`config.mk`:
```
export PLATFORM = sky130hd
export DESIGN_NAME = hazard_ctrl
export DESIGN_NICKNAME = d
export VERILOG_FILES = /design/src/rtl/hazard_ctrl.sv
export SDC_FILE = /design/constraint.sdc
export NUM_CORES = 1
export LEC_CHECK = 0
export ABC_AREA = 1
export BUFFER_PORTS_ARGS = -buffer_cell sky130_fd_sc_hd__buf_2
export CAP_MARGIN = 0
export CORE_UTILIZATION = 30
export DETAILED_ROUTE_END_ITERATION = 8
export GPL_TIMING_DRIVEN = 0
export PLACE_DENSITY = 0.54
export SYNTH_ARGS = -nofsm -noshare
export SYNTH_HDL_FRONTEND = slang
export SYNTH_SLANG_ARGS = --single-unit
```
`constraint.sdc`:
```
create_clock -name i_clk -period 2.1 [get_ports i_clk]
set_clock_uncertainty 0.05 [all_clocks]
set_input_delay 0.42 -clock i_clk [delete_from_list [all_inputs] [get_ports i_clk]]
set_output_delay 0.42 -clock i_clk [all_outputs]
set_load 0.05 [all_outputs]
```
`src/rtl/hazard_ctrl.sv`:
```
// Pipeline sequencing controller: load-use stalls, branch/jump fetch flush,
// halt drain to global halt, and a saturating load-use stall-cycle counter.
module hazard_ctrl #(
  parameter int unsigned LOAD_LAT     = 1,
  parameter int unsigned DRAIN_CYCLES = 3
) (
  input  logic        i_clk,
  input  logic        i_nRst,
  input  logic [3:0]  i_rdReg1,
  input  logic [3:0]  i_rdReg2,
  input  logic        i_rdEn1,
  input  logic        i_rdEn2,
  input  logic [3:0]  i_exWrReg,
  input  logic        i_exWrRegEn,
  input  logic        i_exMemRd,
  input  logic        i_sawBr,
  input  logic        i_sawJ,
  input  logic        i_idHlt,
  output logic        o_stallPC,
  output logic        o_stallIFID,
  output logic        o_flushIFID,
  output logic        o_bubbleIDEX,
  output logic        o_hlt,
  output logic [1:0]  o_state,
  output logic [15:0] o_stallCnt
);

  typedef enum logic [1:0] {
    RUN    = 2'd0,
    STALL  = 2'd1,
    DRAIN  = 2'd2,
    HALTED = 2'd3
  } state_t;

  state_t     state, state_nxt;
  logic [3:0] cnt, cnt_nxt;
  logic       hazard;
  logic       stall_cyc;

  // Register 0 is hard-wired, so a load targeting it never blocks a reader.
  assign hazard = i_exMemRd & i_exWrRegEn & (i_exWrReg != 4'd0) &
                  ((i_rdEn1 & (i_rdReg1 == i_exWrReg)) |
                   (i_rdEn2 & (i_rdReg2 == i_exWrReg)));

  always_comb begin
    state_nxt    = state;
    cnt_nxt      = cnt;
    o_stallPC    = 1'b0;
    o_stallIFID  = 1'b0;
    o_flushIFID  = 1'b0;
    o_bubbleIDEX = 1'b0;
    stall_cyc    = 1'b0;
    case (state)
      RUN: begin
        if (hazard) begin
          o_stallPC    = 1'b1;
          o_stallIFID  = 1'b1;
          o_bubbleIDEX = 1'b1;
          stall_cyc    = 1'b1;
          if (LOAD_LAT > 1) begin
            state_nxt = STALL;
            cnt_nxt   = 4'(LOAD_LAT - 1);
          end
        end else if (i_idHlt) begin
          o_stallPC   = 1'b1;
          o_flushIFID = 1'b1;
          state_nxt   = DRAIN;
          cnt_nxt     = 4'(DRAIN_CYCLES);
        end else if (i_sawBr | i_sawJ) begin
          o_flushIFID = 1'b1;
        end
      end
      STALL: begin
        o_stallPC    = 1'b1;
        o_stallIFID  = 1'b1;
        o_bubbleIDEX = 1'b1;
        stall_cyc    = 1'b1;
        cnt_nxt      = cnt - 4'd1;
        if (cnt == 4'd1) state_nxt = RUN;
      end
      DRAIN: begin
        o_stallPC    = 1'b1;
        o_flushIFID  = 1'b1;
        o_bubbleIDEX = 1'b1;
        cnt_nxt      = cnt - 4'd1;
        if (cnt == 4'd1) state_nxt = HALTED;
      end
      HALTED: begin
        o_stallPC    = 1'b1;
        o_flushIFID  = 1'b1;
        o_bubbleIDEX = 1'b1;
      end
      default: state_nxt = RUN;
    endcase
  end

  always_ff @(posedge i_clk or negedge i_nRst) begin
    if (!i_nRst) begin
      state      <= RUN;
      cnt        <= '0;
      o_hlt      <= 1'b0;
      o_stallCnt <= '0;
    end else begin
      state <= state_nxt;
      cnt   <= cnt_nxt;
      o_hlt <= (state_nxt == HALTED);
      if (stall_cyc && (o_stallCnt != '1)) o_stallCnt <= o_stallCnt + 16'd1;
    end
  end

  assign o_state = state;

endmodule

```
# ---- Word-level counts from Yosys, hierarchy flattened
# Index checks and enable logic that the tools add are counted.
dict set report word_totals {
  reg_bits 23
  in_bits 21
  out_inout_bits 23
  wordCells 49
}
dict set report op_classes {
  n_addsub 2
  eq_ne 10
  muxes 18
  bitwise_logic 7
  n_reduce_logical 8
}
# cell count
set op_table {}
lappend op_table {{16-bit by 1-bit adder with 16-bit output (second input constant)} 1}
lappend op_table {{16-bit inequality test (second input constant)} 1}
lappend op_table {{4-bit == test} 2}
lappend op_table {{2-bit 2-to-1 mux} 4}
lappend op_table {{4-bit 2-to-1 mux} 2}
lappend op_table {{1-bit case mux with 2 select lines} 4}
lappend op_table {{4-bit case mux with 2 select lines} 1}
lappend op_table {{2-bit == test (second input constant)} 3}
lappend op_table {{1-bit 2-to-1 mux} 6}
lappend op_table {{2-bit case mux with 3 select lines} 1}
lappend op_table {{1-bit bitwise AND} 5}
lappend op_table {{4-bit by 1-bit == test with 1-bit output (second input constant)} 1}
lappend op_table {{2-bit inequality test (second input constant)} 2}
lappend op_table {{4-bit nonzero test} 1}
lappend op_table {{2-bit OR reduction} 2}
lappend op_table {{4-bit by 1-bit subtractor with 4-bit output (second input constant)} 1}
lappend op_table {{3-bit AND reduction} 1}
lappend op_table {{3-bit OR reduction} 1}
lappend op_table {{2-bit by 1-bit == test with 1-bit output (second input constant)} 1}
lappend op_table {{2-bit zero test} 1}
lappend op_table {{1-bit bitwise OR} 2}
lappend op_table {{2-bit nonzero test} 1}
lappend op_table {{1-bit logical AND} 1}

# ---- Depth between registers and ports, before layout
dict set report logic_depth {
  word_depth 7
  mapped_depth 13
  depth_no_buf 13
}

# ---- Least setup slack after synthesis
# Ideal clock, no wire load.
dict set report synth_timing {
  path_type {register -> output}
  startpoint {register state[1] (netlist: o_state[1])}
  endpoint {output port o_flushIFID}
  t_arrival_ns 2.011
  required_time_ns 1.630
  path_slack_ns -0.381
  stages_incl_launch_ff 7
  path_buffers 0
  cell_sequence {dfrtp_1 inv_1 ha_1 inv_1 a21oi_1 a21oi_1 a21oi_1}
}
dict set report synth_between {
  elab_chain_cells 3
  word_cells_on_any_way 5
  cone_classes {eq/ne: 2; mux: 1; reduce/logical: 2}
}
# item line
set synth_rtl {}
lappend synth_rtl {{from (decl)} 35} ;# state_t state, state_nxt;
lappend synth_rtl {{from (signal assigned)} 104} ;# state <= state_nxt;
lappend synth_rtl {{2-bit == test} 53} ;# case (state)
lappend synth_rtl {{2-bit OR reduction (no line)} n/a}
lappend synth_rtl {{1-bit case mux with 2 select lines (*)} 53}
lappend synth_rtl {{to (decl)} 21} ;# output logic o_flushIFID,
# Mark *: on every way between the ends. The rest lies on a longest branch, timed or not.

# ---- Final worst setup path
dict set report layout_timing {
  startpoint {register state[0] (netlist: o_state[0])}
  endpoint {output port o_stallIFID}
}
dict set report layout_between {
  elab_chain_cells 2
  word_cells_on_any_way 3
  cone_classes {eq/ne: 1; mux: 1; reduce/logical: 1}
}
# item line
set layout_rtl {}
lappend layout_rtl {{2-bit by 1-bit == test with 1-bit output or 2-bit zero test (tied branches)} 53}
lappend layout_rtl {{1-bit case mux with 2 select lines (*)} 53}
lappend layout_rtl {{to (decl)} 20} ;# output logic o_stallIFID,
# Marks and branches as above.

==> results.md <==
- RSZ-0062 raised after global routing: false
- Endpoint class of the critical path: output port
- Clock power frac: 12.7%
- Max Root-Sink Buffers: 2
- Layout area overhead: 27.3%
- Setup CP Type: register to output port
- Final nets: 309
- Status: completed
- CTS Sinks: 23
- Row Count: 26
- Placer Congestion: 0.772
- Grt ovf: 0
- F_max: 500 MHz
- Min-Delay Path Class: input pin to async pin
- CP dominant cell by count: buf_6
- DIE HEIGHT: 75.7 µm
- Clock Tree Root: clkbuf_8
- Initial cell density of the core: 31.5%
- Syn Inst Count: 225
- Core area: 5170 µm²
- Flop pwr share: 28.7%
- Peak VDD IR: 0.310 mV
- Vias/cell: 4.30
- Total of max-cap violations: 0
- WP data arrival: 1.53 ns
- Antenna violations before repair: 0
- First-pass GRT wire length: 5660 µm
- Critical Path, Cell by Cell: buf_4 -> ha_1 -> o21bai_4 -> buf_6 -> buf_6
- Min cycle time layout: 2.00 ns
- Routed vias: 1498
- Vias in the first global route: 1302
- Fin crit share: 95.2%
- Final Hold Viols: 0
- Synth Net Count: 255
- PwrDens: 1040 nW/µm²
- Sw Pwr: 1.06 mW
- Synth Warn #: 0
- Post-synthesis cell area: 1630 µm²
- TritonCTS Buffers: 3
- Fillers: 556
- CP top delay family: buffers and inverters
- Finished Core Util: 40.1%
- Detail Route Antenna Nets: 0
- Die area: 5730 µm²
- Slew @ Worst Pin: 0.502 ns
- Worst-skew pair later-pin latency: 0.27 ns
- Max Transition Viols Final: 0
- Reg clk slew, reported paths: 0.08 ns
- CTS tree: built
- Slowest CP cell: dfrtp_1
- Largest net degree at the start of global routing: 24
- Worst path bufs/invs: 3
- DP Worst Slack: -0.176 ns
- Comb pwr share: 58.6%
- Sw Ratio: 49.0%
- First-pass DRT Iterations: 4
- Seq/Total Area, Yosys: 35.3%
- Share of cells above drive strength 1: 26.3%
- Detailed-route DRC error count: 0
- Detail Placement HPWL: 2790 µm
- Max_slew headroom: 66.6%
- Antenna diodes: 0
- Synthesized area per cell: 7.24 µm²
- Final wirelength: 3580 µm
- Synth unique cells: 26
- Slowest stage delay, CP: 0.39 ns
- Most used DFF post-synth: dfrtp_1
- H-tree depth: 1
- Total power draw: 2.17 mW
- Number of DRC markers in iteration 0: 40
- Register bit count reported by yosys: 23
- Number of flops mapped to enable cells by yosys: 0
- Port Buf Inserts: 43
- Async S/R FF share, synth: 100%
- Drt wl/cell: 10.3 µm
- Int Pwr: 1.10 mW
- Critical path fanouts, max: 5
- Tot GR Track Use: 12.9%
- Final setup fails: 0
- Leakage: 1.08 nW
- Worst Setup Start Kind: register
- Die X-Extent: 75.7 µm
- # IOs: 44
- Worst endpoint required time: 1.63 ns
- Final setup margin: 0.101 ns
kinds of logic after synthesis:
| logic type | after synthesis | share of synthesized area (%) |
|---|---|---|
| buf+inv | 33 | 8.37 |
| flops | 23 | 35.3 |
| simple gates | 130 | 35.2 |
| fa+ha+maj | 9 | 6.91 |
| xor+xnor | 17 | 9.14 |
| compound gates | 13 | 5.07 |
cells in the final DEF (no fill, tap or decap), drive strengths merged:
| cell type | count |
|---|---|
| nand3 | 26 |
| dfrtp | 23 |
| nand3b | 1 |
| nand2 | 78 |
| o31ai | 1 |
| xor2 | 11 |
| ha | 9 |
| inv | 30 |
| buf | 52 |
| nor2 | 17 |
| xnor2 | 6 |
| o21bai | 1 |
| nand4 | 1 |
| a21oi | 4 |
| a31oi | 1 |
| nor4 | 1 |
| o21ai | 6 |
| nor3 | 6 |
| clkinv | 1 |
| clkbuf | 3 |
layout make-up:
class | count | area (µm²) | area share, %
flip-flops and latches | 23 | 576 | 27.8
repair buffers | 49 | 273 | 13.2
well taps | 70 | 87.6 | 4.22
multi-input cells | 169 | 951 | 45.9
clock buffers | 3 | 41.3 | 1.99
plain buffers | 3 | 27.5 | 1.33
inverters | 30 | 113 | 5.43
clock inverters | 1 | 5.00 | 0.241
synth_stat cells (2+ instances only):
master	count	area share, %
xnor2_1	6	3.2
nand3_1	25	7.7
ha_1	9	6.9
nand2_2	2	0.77
xor2_1	11	5.9
a21oi_1	4	1.2
nor3_1	5	1.5
nand2_1	75	17
inv_2	3	0.69
o21ai_0	6	1.8
inv_1	27	6.2
dfrtp_1	23	35
nor2_1	16	3.7
flip-flops by register name, summed over array words and instances (netlist names):
signal,cells
o_state,2
cnt,4
o_stallCnt,16
o_hlt,1
stage by stage:
| stage | std cells | area, µm² | hold WS [ns] | TNS [ns] |
|---|---|---|---|---|
| after floorplan | 225 | 1640 | 0.0744 | 0 |
| after global placement | 338 | 1940 | 0.372 | -0.170 |
| after detailed placement | 338 | 1940 | 0.370 | -0.176 |
| after CTS | 345 | 2030 | 0.0768 | 0 |
| after global routing | 348 | 2070 | 0.106 | 0 |
| final | 348 | 2070 | 0.0615 | 0 |
path summary, 6_finish.rpt:
path	startpoint	to	slack (ns)	cells after the start
min reg2reg	cnt[1]$_DFFE_PN0P_	cnt[1]$_DFFE_PN0P_	0.43	2
max	o_state[0]$_DFF_PN0_	o_stallIFID	0.10	5
min in group i_clk	cnt[1]$_DFFE_PN0P_	cnt[1]$_DFFE_PN0P_	0.43	2
max in group asynchronous	i_nRst	o_stallCnt[5]$_DFFE_PN0P_	1.60	1
max reg2reg	o_stallCnt[0]$_DFFE_PN0P_	o_stallCnt[11]$_DFFE_PN0P_	0.21	9
min	i_nRst	o_stallCnt[1]$_DFFE_PN0P_	0.06	1
power groups by stage:
stage          logic, mW  clock network, mW  registers, mW
5_1_grt             1.41              0.304          0.638
2_1_floorplan      0.709                  0          0.820
6_report            1.27              0.275          0.622
4_1_cts             1.25              0.287          0.624
3_5_place_dp        1.15                  0          0.643
3_3_place_gp        1.14                  0          0.640
routing by layer:
layer / GRT usage (%) / wire length [µm]
met1: 18.2 / 1780
met2: 20.9 / 1630
met5: 0 / 0
met4: 3.09 / 35
met3: 1.72 / 127
timing repair:
item                                    CTS  global route
hold endpoints to repair                  0             0
endpoints found under the setup margin    2             2
pin swaps                                 1             0
buffers inserted                          3             3
gates resized for setup                   8             4
hold buffers                              0             0
worst reg2reg max path: stages, from the launching register on:
cell     delay, ns
dfrtp_1       0.44
ha_1          0.23
nand3_2       0.12
nor3_4        0.22
nand2_2       0.13
nor2_4        0.12
nand2_2       0.09
buf_2         0.22
nand3_1       0.11
nand2_1       0.06
(Power assumes the default switching activity.)
